==> src/rtl/player_motion.sv <==
`default_nettype none
// ============================================================================
// Module   : player_motion
// Purpose  : Per-frame player horizontal motion and jump/fall/land FSM,
//            paired with the scrolling terrain block; drives sprite hit.
// Revision : 1.0
// ============================================================================
module player_motion #(
    parameter logic [9:0]  SIZE     = 10'd15,
    parameter logic [9:0]  SPEED    = 10'd6,
    parameter logic [9:0]  JUMP_V   = 10'd12,
    parameter logic [9:0]  GRAV     = 10'd1,
    parameter logic [9:0]  MAX_FALL = 10'd8,
    parameter logic [9:0]  X_MIN    = 10'd0,
    parameter logic [9:0]  X_MAX    = 10'd639,
    parameter logic [9:0]  Y_MAX    = 10'd479,
    parameter logic [13:0] MAP_LEN  = 14'd4479
) (
    input  logic        Clk,
    input  logic        Reset,
    input  logic        frame_clk,
    input  logic [7:0]  keycode,
    input  logic [9:0]  start_X,
    input  logic [9:0]  start_Y,
    input  logic        can_move,
    input  logic [13:0] top,
    input  logic [13:0] top_left,
    input  logic [13:0] top_right,
    input  logic [13:0] bot,
    input  logic [13:0] excess,
    input  logic [9:0]  DrawX,
    input  logic [9:0]  DrawY,
    output logic [13:0] player_location,
    output logic        is_move,
    output logic [13:0] excess_is_move,
    output logic [9:0]  pos_x,
    output logic [9:0]  pos_y,
    output logic        is_player
);

    typedef enum logic [1:0] {
        ST_GROUND  = 2'd0,
        ST_RISE    = 2'd1,
        ST_FALL    = 2'd2,
        ST_RESPAWN = 2'd3
    } state_t;

    localparam logic [7:0] c_KEY_LEFT  = 8'h04;
    localparam logic [7:0] c_KEY_RIGHT = 8'h07;
    localparam logic [7:0] c_KEY_JUMP  = 8'h1A;

    // 12-bit signed intermediates leave headroom so no sum can wrap
    localparam logic signed [11:0] c_SIZE     = $signed({2'b00, SIZE});
    localparam logic signed [11:0] c_X_LO     = $signed({2'b00, X_MIN}) + c_SIZE;
    localparam logic signed [11:0] c_X_HI     = $signed({2'b00, X_MAX}) - c_SIZE;
    localparam logic signed [11:0] c_Y_MAX    = $signed({2'b00, Y_MAX});
    localparam logic signed [11:0] c_JUMP     = $signed({2'b00, JUMP_V});
    localparam logic signed [11:0] c_GRAV     = $signed({2'b00, GRAV});
    localparam logic signed [11:0] c_MAX_FALL = $signed({2'b00, MAX_FALL});
    localparam logic [13:0]        c_LOC_MIN  = {4'b0000, SIZE};
    localparam logic [13:0]        c_LOC_MAX  = MAP_LEN - {4'b0000, SIZE};
    localparam logic [13:0]        c_STEP     = {4'b0000, SPEED};

    logic               r_frame_d;
    logic               r_tick;
    logic signed [11:0] r_vy;
    state_t             r_state;

    logic signed [11:0] w_px, w_py, w_feet, w_head;
    logic signed [11:0] w_top, w_bot, w_top_l, w_top_r;
    logic               w_key_r, w_key_l, w_key_jump;
    logic               w_h_go, w_scr_move;
    logic [13:0]        w_loc_new, w_delta;
    logic signed [11:0] w_step, w_sx_raw, w_sx;
    logic signed [11:0] w_ny_rise, w_vy_dec, w_vy_inc, w_vy_fall, w_ny_fall;
    logic signed [11:0] w_dx, w_dy, w_adx, w_ady;
    logic               w_unused;

    assign w_px    = $signed({2'b00, pos_x});
    assign w_py    = $signed({2'b00, pos_y});
    assign w_feet  = w_py + c_SIZE;
    assign w_head  = w_py - c_SIZE;
    assign w_top   = $signed({2'b00, top[9:0]});
    assign w_bot   = $signed({2'b00, bot[9:0]});
    assign w_top_l = $signed({2'b00, top_left[9:0]});
    assign w_top_r = $signed({2'b00, top_right[9:0]});

    assign w_key_r    = (keycode == c_KEY_RIGHT);
    assign w_key_l    = (keycode == c_KEY_LEFT);
    assign w_key_jump = (keycode == c_KEY_JUMP);
    assign w_h_go     = (w_key_r && !(w_top_r < w_feet)) || (w_key_l && !(w_top_l < w_feet));
    assign w_scr_move = can_move || (excess != 14'd0);

    always_comb begin
        w_loc_new = player_location;
        if (w_key_r)
            w_loc_new = (player_location > c_LOC_MAX - c_STEP) ? c_LOC_MAX : player_location + c_STEP;
        else if (w_key_l)
            w_loc_new = (player_location < c_LOC_MIN + c_STEP) ? c_LOC_MIN : player_location - c_STEP;
        w_delta = (w_loc_new >= player_location) ? w_loc_new - player_location
                                                 : player_location - w_loc_new;
    end

    // On-screen motion follows the map step, or the scroll residual when terrain clamps
    assign w_step   = can_move ? $signed({2'b00, w_delta[9:0]}) : $signed({2'b00, excess[9:0]});
    assign w_sx_raw = w_key_r ? w_px + w_step : w_px - w_step;
    assign w_sx     = (w_sx_raw < c_X_LO) ? c_X_LO : (w_sx_raw > c_X_HI) ? c_X_HI : w_sx_raw;

    assign w_ny_rise = w_py - r_vy;
    assign w_vy_dec  = r_vy - c_GRAV;
    assign w_vy_inc  = r_vy + c_GRAV;
    assign w_vy_fall = (w_vy_inc > c_MAX_FALL) ? c_MAX_FALL : w_vy_inc;
    assign w_ny_fall = w_py + w_vy_fall;

    always_ff @(posedge Clk) begin
        r_frame_d <= frame_clk;
        if (Reset) begin
            r_tick          <= 1'b0;
            pos_x           <= start_X;
            pos_y           <= start_Y;
            player_location <= {4'b0000, start_X};
            is_move         <= 1'b0;
            excess_is_move  <= 14'd0;
            r_vy            <= 12'sd0;
            r_state         <= ST_GROUND;
        end else begin
            r_tick <= frame_clk & ~r_frame_d;
            if (r_tick) begin
                if (r_state == ST_RESPAWN) begin
                    pos_x           <= start_X;
                    pos_y           <= start_Y;
                    player_location <= {4'b0000, start_X};
                    is_move         <= 1'b0;
                    excess_is_move  <= 14'd0;
                    r_vy            <= 12'sd0;
                    r_state         <= ST_GROUND;
                end else begin
                    if (w_h_go) begin
                        player_location <= w_loc_new;
                        excess_is_move  <= w_delta;
                        is_move         <= w_scr_move;
                        if (w_scr_move)
                            pos_x <= w_sx[9:0];
                    end else begin
                        is_move        <= 1'b0;
                        excess_is_move <= 14'd0;
                    end

                    case (r_state)
                        ST_GROUND: begin
                            if (w_key_jump) begin
                                r_vy    <= c_JUMP;
                                r_state <= ST_RISE;
                            end else if (w_feet < w_top) begin
                                r_vy    <= 12'sd0;
                                r_state <= ST_FALL;
                            end
                        end
                        ST_RISE: begin
                            if ((w_head > w_bot) && (w_ny_rise - c_SIZE <= w_bot)) begin
                                pos_y   <= 10'(w_bot + c_SIZE + 12'sd1);
                                r_vy    <= 12'sd0;
                                r_state <= ST_FALL;
                            end else if (w_ny_rise < c_SIZE) begin
                                pos_y   <= SIZE;
                                r_vy    <= 12'sd0;
                                r_state <= ST_FALL;
                            end else begin
                                pos_y <= w_ny_rise[9:0];
                                r_vy  <= w_vy_dec;
                                if (w_vy_dec <= 12'sd0)
                                    r_state <= ST_FALL;
                            end
                        end
                        ST_FALL: begin
                            if ((w_feet <= w_top) && (w_ny_fall + c_SIZE >= w_top)) begin
                                pos_y   <= 10'(w_top - c_SIZE);
                                r_vy    <= 12'sd0;
                                r_state <= ST_GROUND;
                            end else begin
                                pos_y <= w_ny_fall[9:0];
                                r_vy  <= w_vy_fall;
                                if (w_ny_fall + c_SIZE > c_Y_MAX)
                                    r_state <= ST_RESPAWN;
                            end
                        end
                        default: r_state <= ST_GROUND;
                    endcase
                end
            end
        end
    end

    assign w_dx      = $signed({2'b00, DrawX}) - w_px;
    assign w_dy      = $signed({2'b00, DrawY}) - w_py;
    assign w_adx     = (w_dx < 12'sd0) ? -w_dx : w_dx;
    assign w_ady     = (w_dy < 12'sd0) ? -w_dy : w_dy;
    assign is_player = (w_adx <= c_SIZE) && (w_ady <= c_SIZE);

    assign w_unused = ^{top[13:10], bot[13:10], top_left[13:10], top_right[13:10], w_sx[11:10]};

endmodule
`default_nettype wire

==> config.mk <==
export PLATFORM = sky130hd
export DESIGN_NAME = player_motion
export DESIGN_NICKNAME = d
export VERILOG_FILES = /design/src/rtl/player_motion.sv
export SDC_FILE = /design/constraint.sdc
export NUM_CORES = 1
export LEC_CHECK = 0
export ABC_AREA = 1
export CAP_MARGIN = 5
export CORE_MARGIN = 2
export CORE_UTILIZATION = 40
export DETAILED_ROUTE_END_ITERATION = 7
export PLACE_DENSITY = 0.68
export SLEW_MARGIN = 20
export SYNTH_ARGS = -nofsm -noshare
export SYNTH_HDL_FRONTEND = slang
export SYNTH_SLANG_ARGS = --single-unit
==> constraint.sdc <==
create_clock -name Clk -period 10.12 [get_ports Clk]
set_input_delay 2.024 -clock Clk [delete_from_list [all_inputs] [get_ports Clk]]
set_output_delay 2.024 -clock Clk [all_outputs]
set_load 0.05 [all_outputs]
==> flow_metrics.env <==
export IMPL_syn_inst=1713
export IMPL_die_w_um=171.7
export IMPL_synth_cell_types=57
export IMPL_numCtsBuffers=9
export IMPL_synth_warnings=0
export IMPL_status="finished, final reports clean"
export IMPL_yosysTopAreaCell="ha_1"
export IMPL_overflow=0
export IMPL_hold_depth=1
export IMPL_synth_top_area_share=0.1847
export IMPL_wl_met1_um=16020
export IMPL_io_buffers=155
export IMPL_wl_met3_um=2181
export IMPL_drt_pass1_iter_count=6
export IMPL_syn_num_nets=2009
export IMPL_vias=12070
export IMPL_ctsHoldBuffers=0
export IMPL_power_mw=1.654
export IMPL_place_congestion=0.9747
export IMPL_cts_resized_gates=0
export IMPL_synth_common_cells="nand2_1 (345), inv_1 (274), ha_1 (166)"
export IMPL_worstSetupStartpointType="primary input"
export IMPL_hp_class="reg -> reg"
export IMPL_required_ns=10.22
export IMPL_cp_arrival_ns=9.22
export IMPL_syn_area_um2=11240
export IMPL_die_y_um=171.7
export IMPL_ys_seq_area_frac=0.1424
export IMPL_dr_max_layer_used="met4"
export IMPL_synth_flop_cell="dfxtp_1"
export IMPL_drt_iter0_markers=1101
export IMPL_grt_max_degree=28
export IMPL_tightestPinTransition_ns=0.9353
export IMPL_min_period_over_period=0.9012
export IMPL_grt_util_all_layers=0.2517
export IMPL_antenna_found_initial=0
export IMPL_htreeDepth=3
export IMPL_wire_per_inst_um=16.51
export IMPL_grt_first_pass_wirelength_um=58660
export IMPL_max_clock_freq_mhz=109.6
export IMPL_viasPerCell=5.364
export IMPL_hold_viol_final=0
export IMPL_end_kind="register"
export IMPL_critPathMaxFanout=9
export IMPL_yosysMostFrequentCell="nand2_1"
export IMPL_slowest_delay_ns=0.44
export IMPL_core_area_um2=27710
export IMPL_critical_path_class="in -> reg"
export IMPL_worstRegToRegCells=38
export IMPL_ant_nets=0
export IMPL_dieArea_um2=29470
export IMPL_area_growth_pct=20.67
export IMPL_p_leak_nw=6.476
export IMPL_finClkSkew_ns=0.01111
export IMPL_yosys_top_cells_area="ha_1 (18%), nand2_1 (12%), inv_1 (9.1%)"
export IMPL_synth_edf_count=30
export IMPL_critPathSlowestCell="a221oi_1"
export IMPL_hpwl_um=31190
export IMPL_dr_wl_met2_um=17710
export IMPL_diodes=0
export IMPL_std_cell_rows=61
export IMPL_finalWirelength_um=37150
export IMPL_cts_root_buffer="clkbuf_16"
export IMPL_finalSetupViolations=0
export IMPL_max_cap_viol_count=0
export IMPL_clock_sinks=65
export IMPL_clock_latency_ns=0.35
export IMPL_rsz0062_at_grt="no"
export IMPL_slew_headroom=0.3697
export IMPL_final_max_slew_viol_count=0
export IMPL_ys_ff_latch=65
export IMPL_nNetsFinal=2163
export IMPL_cts_setup_buffers=0
export IMPL_initial_core_util=0.4058
export IMPL_critPathMostFrequentCell="inv_1"
export IMPL_period_needed_ns=9.120
export IMPL_cts_buffer_depth=2
export IMPL_pin_count=172
export IMPL_first_global_vias=11460
export IMPL_syn_avg_cell_area_um2=6.564
export IMPL_tns_ns=0
export IMPL_async_flop_share=0
export IMPL_powerDensity_nw_per_um2=121.9
export IMPL_cts_tree="built"
export IMPL_peakVddDrop_mv=0.07975
export IMPL_clkSlewWorstSetupHoldPaths_ns=0.06
export IMPL_drc_errors=0
export IMPL_drive_gt1_frac=0.04541
-- state kept, by name, indices dropped and copies added (netlist names) --
name and flops:
r_frame_d 1, r_tick 1, r_vy 12, excess_is_move 14
pos_y 10, pos_x 10, is_move 1, r_state 2
player_location 14
-- layer usage --
| metal | vias to the layer above | global-route usage |
|---|---|---|
| met2 | 444 | 0.4393 |
| met5 | - | 0 |
| met3 | 65 | 0.02853 |
| li1 | 6069 | - |
| met4 | 0 | 0.08475 |
| met1 | 5491 | 0.3208 |
-- worst max-delay path: cells and delay by family --
| kind | cells | cell delay, ns |
|---|---|---|
| AO/OA/AOI/OAI | 15 | 2.92 |
| AND/OR/NAND/NOR | 12 | 1.22 |
| XOR/XNOR | 3 | 0.68 |
| adder cells (fa/ha/maj) | 2 | 0.76 |
| buffers and inverters | 11 | 1.63 |
-- cell usage in the layout, fill, tap and decap left out, types with 14 or more instances in the layout --
master           count
nand4_1             40
nor2_1             125
a21oi_1            151
o21bai_1            16
ha_1               166
xnor2_1             18
clkdlybuf4s50_1    155
inv_1              274
edfxtp_1            30
dfxtp_1             35
nor3_1              27
xor2_1              90
nand2_1            345
nand3_1            106
buf_4               14
o21ai_0             89
-- cell families (layout without fill, tap and decap cells) --
| family | count (synthesis) | count (layout) | share of synthesized area |
|---|---|---|---|
| multiplexers | 3 | 3 | 0.002671 |
| buffers and inverters | 309 | 468 | 0.1054 |
| XOR/XNOR | 108 | 108 | 0.08413 |
| adder cells (fa/ha/maj) | 174 | 174 | 0.1990 |
| AO/OA/AOI/OAI | 341 | 341 | 0.1781 |
| AND/OR/NAND/NOR | 713 | 713 | 0.2883 |
| flip-flops | 65 | 65 | 0.1424 |
-- final cells by class --
| class | count | area, um^2 |
|---|---|---|
| Clock buffer | 10 | 250.2 |
| Clock inverter | 6 | 52.55 |
| Fill cell | 2835 | 14140 |
| Inverter | 283 | 1062 |
| Multi-Input combinational cell | 1339 | 8471 |
| Sequential cell | 65 | 1602 |
| Tap cell | 378 | 473.0 |
| Timing Repair Buffer | 169 | 1657 |
-- path summary, 6_finish.rpt --
kind                 startpoint       end  slack (ns)
max reg2reg  player_location[1]  pos_x[6]        2.39
max                  keycode[7]  pos_x[6]        1.00
min reg2reg           r_frame_d    r_tick        0.38
min                   r_frame_d    r_tick        0.38
-- power by group --
| part | internal, mW | switching [mW] |
|---|---|---|
| clock | 0.185 | 0.138 |
| combinational | 0.376 | 0.623 |
| sequential | 0.296 | 0.0359 |
| total | 0.857 | 0.797 |
-- per-stage QoR --
| stage | hold WS [ns] | area [um^2] | std cells | util | setup WS (ns) |
|---|---|---|---|---|---|
| floorplan | 0.3669 | 11240 | 1713 | - | 1.507 |
| global placement | 0.3734 | 13260 | 2234 | 0.4786 | 0.8531 |
| detailed placement | 0.3748 | 13260 | 2234 | 0.4786 | 0.7122 |
| CTS | 0.3833 | 13560 | 2250 | 0.4895 | 1.041 |
| global route | 0.4071 | 13570 | 2250 | 0.4897 | 0.1772 |
| finish | 0.3820 | 13570 | 2250 | 0.4897 | 1.000 |
No activity file was read; power rests on OpenSTA's default activity.
==> RTL edit 1: new RTL, config.mk and constraints unchanged <==
Change the parameter `MAP_LEN` from 14'd4479 to 14'd2239.
--- a/src/rtl/player_motion.sv
+++ b/src/rtl/player_motion.sv
@@ -14,7 +14,7 @@
     parameter logic [9:0]  X_MIN    = 10'd0,
     parameter logic [9:0]  X_MAX    = 10'd639,
     parameter logic [9:0]  Y_MAX    = 10'd479,
-    parameter logic [13:0] MAP_LEN  = 14'd4479
+    parameter logic [13:0] MAP_LEN  = 14'd2239
 ) (
     input  logic        Clk,
     input  logic        Reset,
Behaviour: same outputs for any inputs over 4 cycles, from zero or initial values and one cycle with Reset high; that may be too few to reach the edited logic, so the function may still have changed.
==> RTL edit 1 against the unedited design <==
Worst setup slack got worse by 0.049 ns. Sequential power barely moved. Sequential share of layout area barely moved. Synthesized cell count barely moved. Cell count fell by 0.31%. Sequential cell count did not move. Clock skew rose by 0.0024 ns. Area after synthesis rose by 0.69%. Wire length fell by 2.3%. Power fell by 2.1%. Design area rose by 0.28%.
==> RTL edit 1: results (changes against the unedited design) <==
** Logic synthesis
- The synthesized netlist cell count was 1,714 (+0.058%).
- Counting instances in the post-synthesis netlist gives the leading cell types as sky130_fd_sc_hd__nand2_1, sky130_fd_sc_hd__inv_1, sky130_fd_sc_hd__ha_1, sky130_fd_sc_hd__a21oi_1, sky130_fd_sc_hd__nor2_1.
- Post-synthesis sequential area ratio :: 14.1% (-0.098 points)
- Most area-consuming cells after synthesis :: sky130_fd_sc_hd__ha_1, sky130_fd_sc_hd__nand2_1, sky130_fd_sc_hd__inv_1
- Post-synthesis net count :: 2,010 (+0.050%)
- The number of distinct library cell variants in the gate-level netlist after synthesis came to 59 (+3.5%).

** Global routing
- The via count of the first global-routing pass was 11,300 (-1.7%).
- Largest net degree at the start of global routing :: 29 (+3.6%)
- Number of antenna violations at the first check in global routing :: 3 (+3)
- First-pass GRT wire length :: 56,600 um (-3.6%)
- The met2 track utilization from global routing is 40.0% (-3.9 points).
- Met1 Resource Use GR :: 32.0% (-0.052 points)
- Global Route Usage Sum :: 24.0% (-1.1 points)
- Met3 usage in global routing :: 4.17% (+1.3 points)

** Timing
- The tightest hold margin was 0.390 ns (+0.00817 ns).
- Transition at the pin with the smallest max-transition slack :: 1.02 ns (+0.0827 ns)
- The final critical path time including I/O delays and setup was 9.17 ns (+0.0490 ns).

** Critical path
- The cell count of the worst reg-to-reg path was 38 (unchanged).
- Launching element of the worst setup path :: keycode[7]
- The data arrival time of the critical path was 9.26 ns (+0.04 ns).
- Among all stages on the critical path, the largest delay is contributed by sky130_fd_sc_hd__clkdlybuf4s50_1.
- The top fanout value on the critical path came to 8 (-1).
- Register-to-register path setup slack :: 2.28 ns (-0.11 ns)
- The critical path's largest stage delay is 0.40 ns (-0.04 ns).
- In this run the worst setup path terminates at pos_x[6]$_DFFE_PP_.

** Placement
- The cell area after placement is 0.0133 mm2 (about the same).
- Half-perimeter wire length after detailed placement :: 30,100 um (-3.6%)
- The global placer's final weighted congestion was 0.973 (-0.14%).
- The post-placement worst setup slack is 0.781 ns (+0.0691 ns).
- The count of input and output buffers is 155 (unchanged).

** Route
- The routed metal-1 wire length is 16,500 um (+2.9%).
- The total routed wirelength came to 36,300 um (-2.3%).
- Wire length on met2 :: 16,400 um (-7.4%)
- The DRC marker count from the first detailed-route iteration was 967 (-12%).
- Met3 wirelength from detailed routing :: 2590 um (+19%)
- Highest routed layer :: met5
- The average vias per placed instance came to 5.33 (-0.65%).

** Power
- The sequential share of power is 20.4% (+0.4 points).
- VDD IR max :: 0.0975 mV (+22%)
- The proportion of power drawn by combinational gates is 58.0% (-2.4 points).
- The static leakage power was 6.47 nW (about the same).
- Total net switching power :: 0.753 mW (-5.5%)

** Cells and area
- The ratio of cells with drive above 1 in the final layout was 5.69% (+1.1 points).
- Registers with the most flip-flops :: excess_is_move x14, player_location x14, r_vy x12
- The count of non-filler cells in the finished layout is 2,243 (-0.31%).

** Hold path
- The depth of the worst hold-timing path is 1 (unchanged).

** Run status
- Run status :: finished clean
[RTL edit 1: changes by cell type after synthesis, moves of 6 or more]
cell                      unedited run  this run
sky130_fd_sc_hd__inv_1             274       268
sky130_fd_sc_hd__nor2_1            126       134
sky130_fd_sc_hd__a21oi_1           151       142
sky130_fd_sc_hd__xor2_1             90        82
sky130_fd_sc_hd__nand2_1           345       335
sky130_fd_sc_hd__o21ai_0            89        98
sky130_fd_sc_hd__nand3_2             2        11
sky130_fd_sc_hd__nand2_2            12        18
[RTL edit 1: kinds of logic after synthesis]
group | share of synthesized area, %
buffers and inverters | 10.6
muxes | 0.265
adders and majority gates | 19.8
and+or+nand+nor | 29.9
DFF | 14.1
AOI/OAI and AO/OA | 17.3
xor gates and xnor gates | 8.05
[RTL edit 1: layout make-up]
class,instances,area [um2]
Antenna cell,1,2.50
Multi-Input combinational cell,1341,8540
Tap cell,378,473
Inverter,278,1040
Timing Repair Buffer,164,1620
Clock inverter,4,56.3
Clock buffer,12,272
Sequential cell,65,1600
Fill cell,2832,14300
==> RTL edit 2: new RTL, same flow settings <==
Made on the original files. Re-encode `state_t` (4 states) as one-hot, 4 bits wide.
--- a/src/rtl/player_motion.sv
+++ b/src/rtl/player_motion.sv
@@ -38,11 +38,11 @@
     output logic        is_player
 );
 
-    typedef enum logic [1:0] {
-        ST_GROUND  = 2'd0,
-        ST_RISE    = 2'd1,
-        ST_FALL    = 2'd2,
-        ST_RESPAWN = 2'd3
+    typedef enum logic [3:0] {
+        ST_GROUND  = 4'b0001,
+        ST_RISE    = 4'b0010,
+        ST_FALL    = 4'b0100,
+        ST_RESPAWN = 4'b1000
     } state_t;
 
     localparam logic [7:0] c_KEY_LEFT  = 8'h04;
Function: same outputs for any inputs over 4 cycles, from zero or initial values and one cycle with Reset high; so few cycles prove little.
==> RTL edit 2 against the unedited design <==
Register-to-register slack lost 0.08 ns. Critical path depth increased by 1. Worst setup slack worse by 0.14 ns. Power decreased by 5.5%. Sequential cell count increased by 2. Global-route usage shrank 1.5 points. Count of clock-buffer cells in the layout did not move. Clock skew is 0.0012 ns lower. Critical endpoint is now pos_x[7]$_DFFE_PP_. Wire length fell by 2.9%. Area after synthesis grew 1.5%. Core utilization up 0.060 points. Design area up 0.95%.
==> RTL edit 2: results (changes against the unedited design) <==
** Run status
- The run finished with clean final reports.

** Power
- The static leakage power was 6.58 nW (+1.6%).
- The sequential share of power came to 21.7% (+1.7 points).
- The worst vdd rail ir drop was 0.0637 mV (-20%).

** Critical path
- The internal reg-to-reg setup slack was 2.31 ns (-0.08 ns).
- Reg2reg end :: pos_x[7]$_DFFE_PP_
- The most critical setup path has its startpoint at keycode[5].
- Worst-path cell with the longest stage delay :: sky130_fd_sc_hd__xnor2_1

** Route
- The total routed wirelength came to 36,100 um (-2.9%).
- Detailed router's first-iteration violation count :: 875 (-21%)
- The total iterations of the first detailed-routing run was 5 (-1).
- Wire length on met2 :: 16,900 um (-4.9%)
- The routed metal-1 wire length came to 15,800 um (-1.5%).

** Placement
- Placer Congestion :: 0.969 (-0.55%)
- The half-perimeter wire length of the detailed placement result was 29,700 um (-4.7%).

** Cells and area
- The ratio of cells with drive above 1 in the final layout came to 6.38% (+1.8 points).
- Layout Nets :: 2,169 (+0.28%)

** Timing
- Final worst hold slack :: 0.384 ns (+0.00216 ns)

** Logic synthesis
- The xor and xnor fraction of the mapped netlist area was 8.58% (+0.17 points).
- Post-synthesis sequential area ratio :: 14.4% (+0.13 points)
- Share of the synthesized area in compound gates (AO/OA/AOI/OAI) :: 16.9% (-0.94 points)
- Post-synthesis net count :: 2,016 (+0.35%)
- Count of different cell masters after synthesis :: 62 (+8.8%)
- Most area-consuming cells after synthesis :: sky130_fd_sc_hd__ha_1, sky130_fd_sc_hd__nand2_1, sky130_fd_sc_hd__inv_1
- Adder-cell area share of the yosys netlist :: 19.2% (-0.74 points)

** Global routing
- Global routing met2 resource utilization :: 40.4% (-3.5 points)
## RTL edit 2: cell type report
type                    instances  area, um2  share of cell area, %
clock buffers                  10        229                   1.67
repair buffers                170       1680                   12.2
clock inverters                 6       65.1                  0.475
well taps                     378        473                   3.45
inverters                     277       1040                   7.59
flip-flops and latches         67       1640                   12.0
multi-input cells            1352       8570                   62.6
## RTL edit 2: metrics by stage
stage	utilization [%]	power (mW)	instances	setup slack, ns	cell area (um2)
4_1_cts	49.0	1.55	2260	0.823	13700
2_1_floorplan	-	0.968	1724	1.53	11400
5_1_grt	49.0	1.68	2260	0.0552	13700
3_5_place_dp	48.0	1.22	2244	0.482	13400
3_3_place_gp	47.9	1.20	2244	0.611	13400
6_report	49.0	1.56	2260	0.861	13700
## RTL edit 2: critical path: cells and delay by family
kind | cells | cell delay [ns]
adders and majority gates | 2 | 0.74
buffers and inverters | 11 | 1.44
AOI/OAI and AO/OA | 14 | 2.34
xor gates and xnor gates | 3 | 0.92
and+or+nand+nor | 14 | 1.85
